--- src/rtl/cft_counter_pkg.sv ---
// Shared definitions for the CFT counter family: terminal value calculation
// and the direction encoding used by the next-value logic.
package cft_counter_pkg;

  localparam logic DirUp   = 1'b0;
  localparam logic DirDown = 1'b1;

  // Returned 33 bits wide so a 32-bit full-range counter is representable.
  function automatic logic [32:0] calc_maxv(input int unsigned width,
                                            input int unsigned modulus);
    logic [32:0] full;
    full = (33'd1 << width) - 33'd1;
    return (modulus == 0) ? full : (33'(modulus) - 33'd1);
  endfunction

endpackage

--- src/rtl/counter_next_val.sv ---
// Combinational next count value and wrap detection for one up/down step.
module counter_next_val
  import cft_counter_pkg::*;
#(
  parameter int unsigned WIDTH = 8
) (
  input  logic [WIDTH-1:0] cnt_i,
  input  logic             down_i,
  input  logic             sat_i,
  input  logic [WIDTH-1:0] maxv_i,
  output logic [WIDTH-1:0] nxt_o,
  output logic             wrap_o
);

  logic [WIDTH:0] inc_ext;
  logic [WIDTH:0] dec_ext;
  logic           up_ovf;
  logic           dn_unf;

  // One guard bit catches both the full-range overflow and the borrow out of zero.
  assign inc_ext = {1'b0, cnt_i} + {{WIDTH{1'b0}}, 1'b1};
  assign dec_ext = {1'b0, cnt_i} - {{WIDTH{1'b0}}, 1'b1};
  assign up_ovf  = inc_ext > {1'b0, maxv_i};
  assign dn_unf  = dec_ext[WIDTH];

  always_comb begin
    nxt_o  = cnt_i;
    wrap_o = 1'b0;
    if (down_i == DirDown) begin
      if (dn_unf) begin
        if (!sat_i) begin
          nxt_o  = maxv_i;
          wrap_o = 1'b1;
        end
      end else begin
        nxt_o = dec_ext[WIDTH-1:0];
      end
    end else begin
      if (up_ovf) begin
        if (!sat_i) begin
          nxt_o  = '0;
          wrap_o = 1'b1;
        end
      end else begin
        nxt_o = inc_ext[WIDTH-1:0];
      end
    end
  end

endmodule

--- src/rtl/counter_updown_mod.sv ---
// Modulus up/down counter with load, cascade enables, terminal count,
// registered wrap pulse and a strobed holding register.
module counter_updown_mod
  import cft_counter_pkg::*;
#(
  parameter int unsigned WIDTH    = 8,
  parameter int unsigned MODULUS  = 0,
  parameter int unsigned RESETVAL = 0
) (
  input  logic             clk,
  input  logic             reset,
  input  logic             load_i,
  input  logic [WIDTH-1:0] d_i,
  input  logic             cet_i,
  input  logic             cep_i,
  input  logic             down_i,
  input  logic             sat_i,
  input  logic             rck_i,
  output logic [WIDTH-1:0] cnt_o,
  output logic [WIDTH-1:0] q_o,
  output logic             tc_o,
  output logic             rco_o
);

  localparam logic [32:0]      MaxvExt  = calc_maxv(WIDTH, MODULUS);
  localparam logic [WIDTH-1:0] Maxv     = MaxvExt[WIDTH-1:0];
  localparam logic [WIDTH-1:0] ResetVal = WIDTH'(RESETVAL);

  logic [WIDTH-1:0] cnt_q, cnt_d;
  logic [WIDTH-1:0] q_q, q_d;
  logic             rco_q, rco_d;
  logic [WIDTH-1:0] nxt;
  logic             wrap;
  logic [WIDTH-1:0] d_clamped;

  counter_next_val #(
    .WIDTH(WIDTH)
  ) u_next_val (
    .cnt_i (cnt_q),
    .down_i(down_i),
    .sat_i (sat_i),
    .maxv_i(Maxv),
    .nxt_o (nxt),
    .wrap_o(wrap)
  );

  // Loaded values beyond the modulus would be unreachable states; clamp them.
  assign d_clamped = (d_i > Maxv) ? Maxv : d_i;

  always_comb begin
    cnt_d = cnt_q;
    rco_d = 1'b0;
    q_d   = rck_i ? cnt_q : q_q;
    if (load_i) begin
      cnt_d = d_clamped;
    end else if (cet_i && cep_i) begin
      cnt_d = nxt;
      rco_d = wrap;
    end
  end

  always_ff @(posedge clk) begin
    if (reset) begin
      cnt_q <= ResetVal;
      q_q   <= '0;
      rco_q <= 1'b0;
    end else begin
      cnt_q <= cnt_d;
      q_q   <= q_d;
      rco_q <= rco_d;
    end
  end

  assign tc_o  = cet_i & ((down_i == DirDown) ? (cnt_q == '0) : (cnt_q == Maxv));
  assign cnt_o = cnt_q;
  assign q_o   = q_q;
  assign rco_o = rco_q;

endmodule

--- config.mk ---
export PLATFORM = sky130hd
export DESIGN_NAME = counter_updown_mod
export DESIGN_NICKNAME = d
export VERILOG_FILES = /design/src/rtl/cft_counter_pkg.sv /design/src/rtl/counter_next_val.sv /design/src/rtl/counter_updown_mod.sv
export SDC_FILE = /design/constraint.sdc
export NUM_CORES = 1
export LEC_CHECK = 0
export CAP_MARGIN = 20
export CELL_PAD_IN_SITES_DETAIL_PLACEMENT = 0
export CELL_PAD_IN_SITES_GLOBAL_PLACEMENT = 1
export CORE_MARGIN = 5
export CORE_UTILIZATION = 32
export CTS_CLUSTER_DIAMETER = 150
export DETAILED_ROUTE_END_ITERATION = 6
export PLACE_DENSITY = 0.84
export SYNTH_ARGS = -nofsm -noshare
export SYNTH_HDL_FRONTEND = slang
export SYNTH_SLANG_ARGS = --single-unit
--- constraint.sdc ---
create_clock -name clk -period 2.2 [get_ports clk]
set_clock_uncertainty 0.05 [all_clocks]
set_input_delay 0.33 -clock clk [delete_from_list [all_inputs] [get_ports clk]]
set_output_delay 0.33 -clock clk [all_outputs]
set_load 0.02 [all_outputs]
==> flow_summary.json <==
{
  "status": "completed",
  "cp.required_ns": 2.30,
  "fin_tns_setup_ns": 0,
  "routed_via_density": 5.25,
  "utilization_pct": 48.5,
  "max_stage_delay_ns": 0.47,
  "switching_power_uw": 334,
  "max_slew_margin_pct": 67.7,
  "detail_route.first_pass.iterations": 4,
  "ys_warn_count": 0,
  "cts_root_buf": "clkbuf_8",
  "p_per_area_nw_per_um2": 506,
  "p_seq_share_pct": 36.1,
  "cts_post_setup_buffers_inserted": 0,
  "swShare_pct": 34.3,
  "rr_endpoint": "cnt_o[0]$_SDFFE_PP0P_",
  "syn_area_per_cell_um2": 8.09,
  "worst_slack_ns": 0.0415,
  "crit_cells": 9,
  "setup_viol": 0,
  "async_flop_share_pct": 0,
  "cts_hold_buf": 0,
  "synth_seq_area_share_pct": 26.1,
  "arrival_ns": 2.25,
  "min_period_ns": 2.16,
  "p_clk_share_pct": 26.3,
  "critical_path.slowest_cell": "or4b_4",
  "path_class": "flop to flop",
  "antenna_found_initial": 0,
  "rr_startpoint": "cnt_o[0]$_SDFFE_PP0P_",
  "r2r_slack_ns": 0.04,
  "vdd_ir_drop_max_mv": 0.214,
  "synth_edf_count": 0,
  "numCtsBuffers": 3,
  "synthCells": 161,
  "critPathBufInv": 2,
  "grt_pass1_wl_mm": 6.35,
  "die_y_um": 73.8,
  "synth_cell_types": 48,
  "post-route-drc-count": 0,
  "overflow": 0,
  "maxSlewViolCount": 0,
  "p_comb_share_pct": 37.7,
  "die_area_um2": 5450,
  "critPathCapture": "cnt_o[0]$_SDFFE_PP0P_",
  "vias": 1391,
  "synthFlopType": "dfxtp_1",
  "p_leak_nw": 0.792,
  "cp_cell_sequence": "inv_4 > ha_4 > or4b_4 > o21ai_4 > o211ai_2 > o21a_2 > buf_12 > o211ai_1 > o41ai_2",
  "max_freq_mhz": 463,
  "drive_gt1_share_pct": 24.2,
  "antennaDiodeCount": 0,
  "place_ws_ns": -0.0175,
  "cp_top_family": "compound AO/OA/AOI/OAI gates",
  "rr_worst_depth": 9,
  "gp_congestion": 0.941,
  "die_x_um": 73.8,
  "wire_per_inst_um": 14.4,
  "cts_tree": "done",
  "start_kind": "flop",
  "crit_start": "cnt_o[0]$_SDFFE_PP0P_",
  "clkTransAtPathRegs_ns": 0.08,
  "worst_pin_slew_ns": 0.483,
  "layout_commonest_cell": "clkdlybuf4s50_1",
  "syn_to_final_growth_pct": 47.9,
  "finalHoldViolCount": 0,
  "synthesis.nets": 181,
  "syn-cell-area_um2": 1300,
  "start_util_pct": 32.8,
  "ant_nets": 0,
  "drt_iter0_markers": 75,
  "num_rows": 23,
  "fin_crit_sh_pct": 98.1,
  "yosys_register_bits": 17,
  "pin_count": 34,
  "htree_levels": 1,
  "endpoint_kind": "flop",
  "cts_buffer_depth": 2,
  "whs_ns": 0.445,
  "grt_usage_pct": 15.1,
  "path_max_fanout": 8,
  "p_int_uw": 640,
  "max-cap-violations": 0,
  "dpl.hpwl_mm": 3.05,
  "hp-class": "flop to flop",
  "grt_pass1_vias": 1302,
  "clk_latency_ns": 0.26,
  "coreArea_um2": 3970,
  "layout.cells.most_common_list": "32 x clkdlybuf4s50_1, 28 x buf_4, 19 x nor2_1, 16 x nand2_1, 15 x dfxtp_1",
  "cts_sinks": 17,
  "nNetsFinal": 236,
  "grt_start_max_net_pins": 14,
  "port-buffer-count": 33,
  "wirelength_mm": 3.81,
  "rsz0062_at_grt": "true"
}
sequential cells by signal, indices dropped and copies added (netlist names):
register / cells
cnt_o: 8
q_o: 8
rco_o: 1
routing by layer:
| layer | GRT usage [%] | wire length, um |
|---|---|---|
| met3 | 2.05 | 185 |
| met5 | 0 | 0 |
| met2 | 22.3 | 1680 |
| met1 | 21.3 | 1850 |
| met4 | 7.04 | 95 |
power by group through the flow:
stage | clock network (mW) | logic [mW] | registers (mW)
after floorplan | 0 | 0.191 | 0.374
after global placement | 0 | 0.367 | 0.358
after detailed placement | 0 | 0.365 | 0.358
after CTS | 0.263 | 0.366 | 0.351
after global routing | 0.277 | 0.399 | 0.355
final | 0.256 | 0.367 | 0.351
layout make-up:
class,instances,area (um^2)
clock buffers,3,41.3
clock inverters,1,7.51
fillers,394,2040
inverters,5,21.3
multi-input cells,127,896
flip-flops and latches,17,343
well taps,50,62.6
repair buffers,62,556
metrics by stage:
stage / std cells / area, um^2 / power (mW)
after floorplan: 161 / 1320 / 0.565
after global placement: 261 / 1870 / 0.725
after detailed placement: 261 / 1870 / 0.723
after CTS: 265 / 1920 / 0.980
after global routing: 265 / 1930 / 1.03
final: 265 / 1930 / 0.975
worst register-to-register path, cell delays in order, from the launching register on:
cell and delay [ns]:
dfxtp_2 0.35, inv_4 0.08, ha_4 0.13, or4b_4 0.47, o21ai_4 0.20, o211ai_2 0.10, o21a_2 0.24, buf_12 0.14
o211ai_1 0.18, o41ai_2 0.10
cell usage after synthesis, drive strengths merged (2+ instances only):
library cell / number / area share, %
ha: 4 / 3.8
o22ai: 2 / 0.96
nor2b: 2 / 0.96
clkbuf: 6 / 1.7
o211ai: 3 / 2.5
inv: 5 / 1.4
o31ai: 3 / 1.7
and3: 3 / 1.4
a31oi: 3 / 1.4
nand3: 4 / 1.5
buf: 6 / 3.5
nand2: 16 / 4.6
a21oi: 5 / 1.9
or3: 2 / 1.3
nor3: 10 / 4.2
o21bai: 2 / 1.2
o211a: 3 / 2.3
xor2: 3 / 2.0
mux2i: 8 / 6.1
o21a: 2 / 1.2
o21ai: 12 / 5.5
nor2: 19 / 5.5
a2111oi: 2 / 3.3
xnor2: 4 / 2.7
dfxtp: 17 / 26
repair_timing:
action	CTS	global route
cloned	0	0
pin swaps	1	2
endpoints found under the setup margin	4	8
gates resized for setup	1	7
logic make-up (layout without fill, tap and decap cells):
group	Yosys count	in the layout	synth area share (%)
buffers and inverters	17	71	6.63
muxes	8	8	6.15
and+or+nand+nor	62	62	23.9
DFF	17	17	26.1
adders and majority gates	4	4	3.84
AOI/OAI and AO/OA	46	46	28.6
xor gates and xnor gates	7	7	4.71
how the worst min path moves through the flow:
stage                   startpoint                    end  slack, ns  depth (start not counted)
5_1_grt        q_o[1]$_SDFFE_PP0P_    q_o[1]$_SDFFE_PP0P_       0.49                          2
3_3_place_gp   q_o[2]$_SDFFE_PP0P_    q_o[2]$_SDFFE_PP0P_       0.42                          2
2_1_floorplan                reset  cnt_o[0]$_SDFFE_PP0P_       0.37                          1
4_1_cts        q_o[1]$_SDFFE_PP0P_    q_o[1]$_SDFFE_PP0P_       0.45                          2
6_report       q_o[2]$_SDFFE_PP0P_    q_o[2]$_SDFFE_PP0P_       0.45                          2
3_5_place_dp   q_o[1]$_SDFFE_PP0P_    q_o[1]$_SDFFE_PP0P_       0.44                          2
No activity file was read; power rests on OpenSTA's default activity.
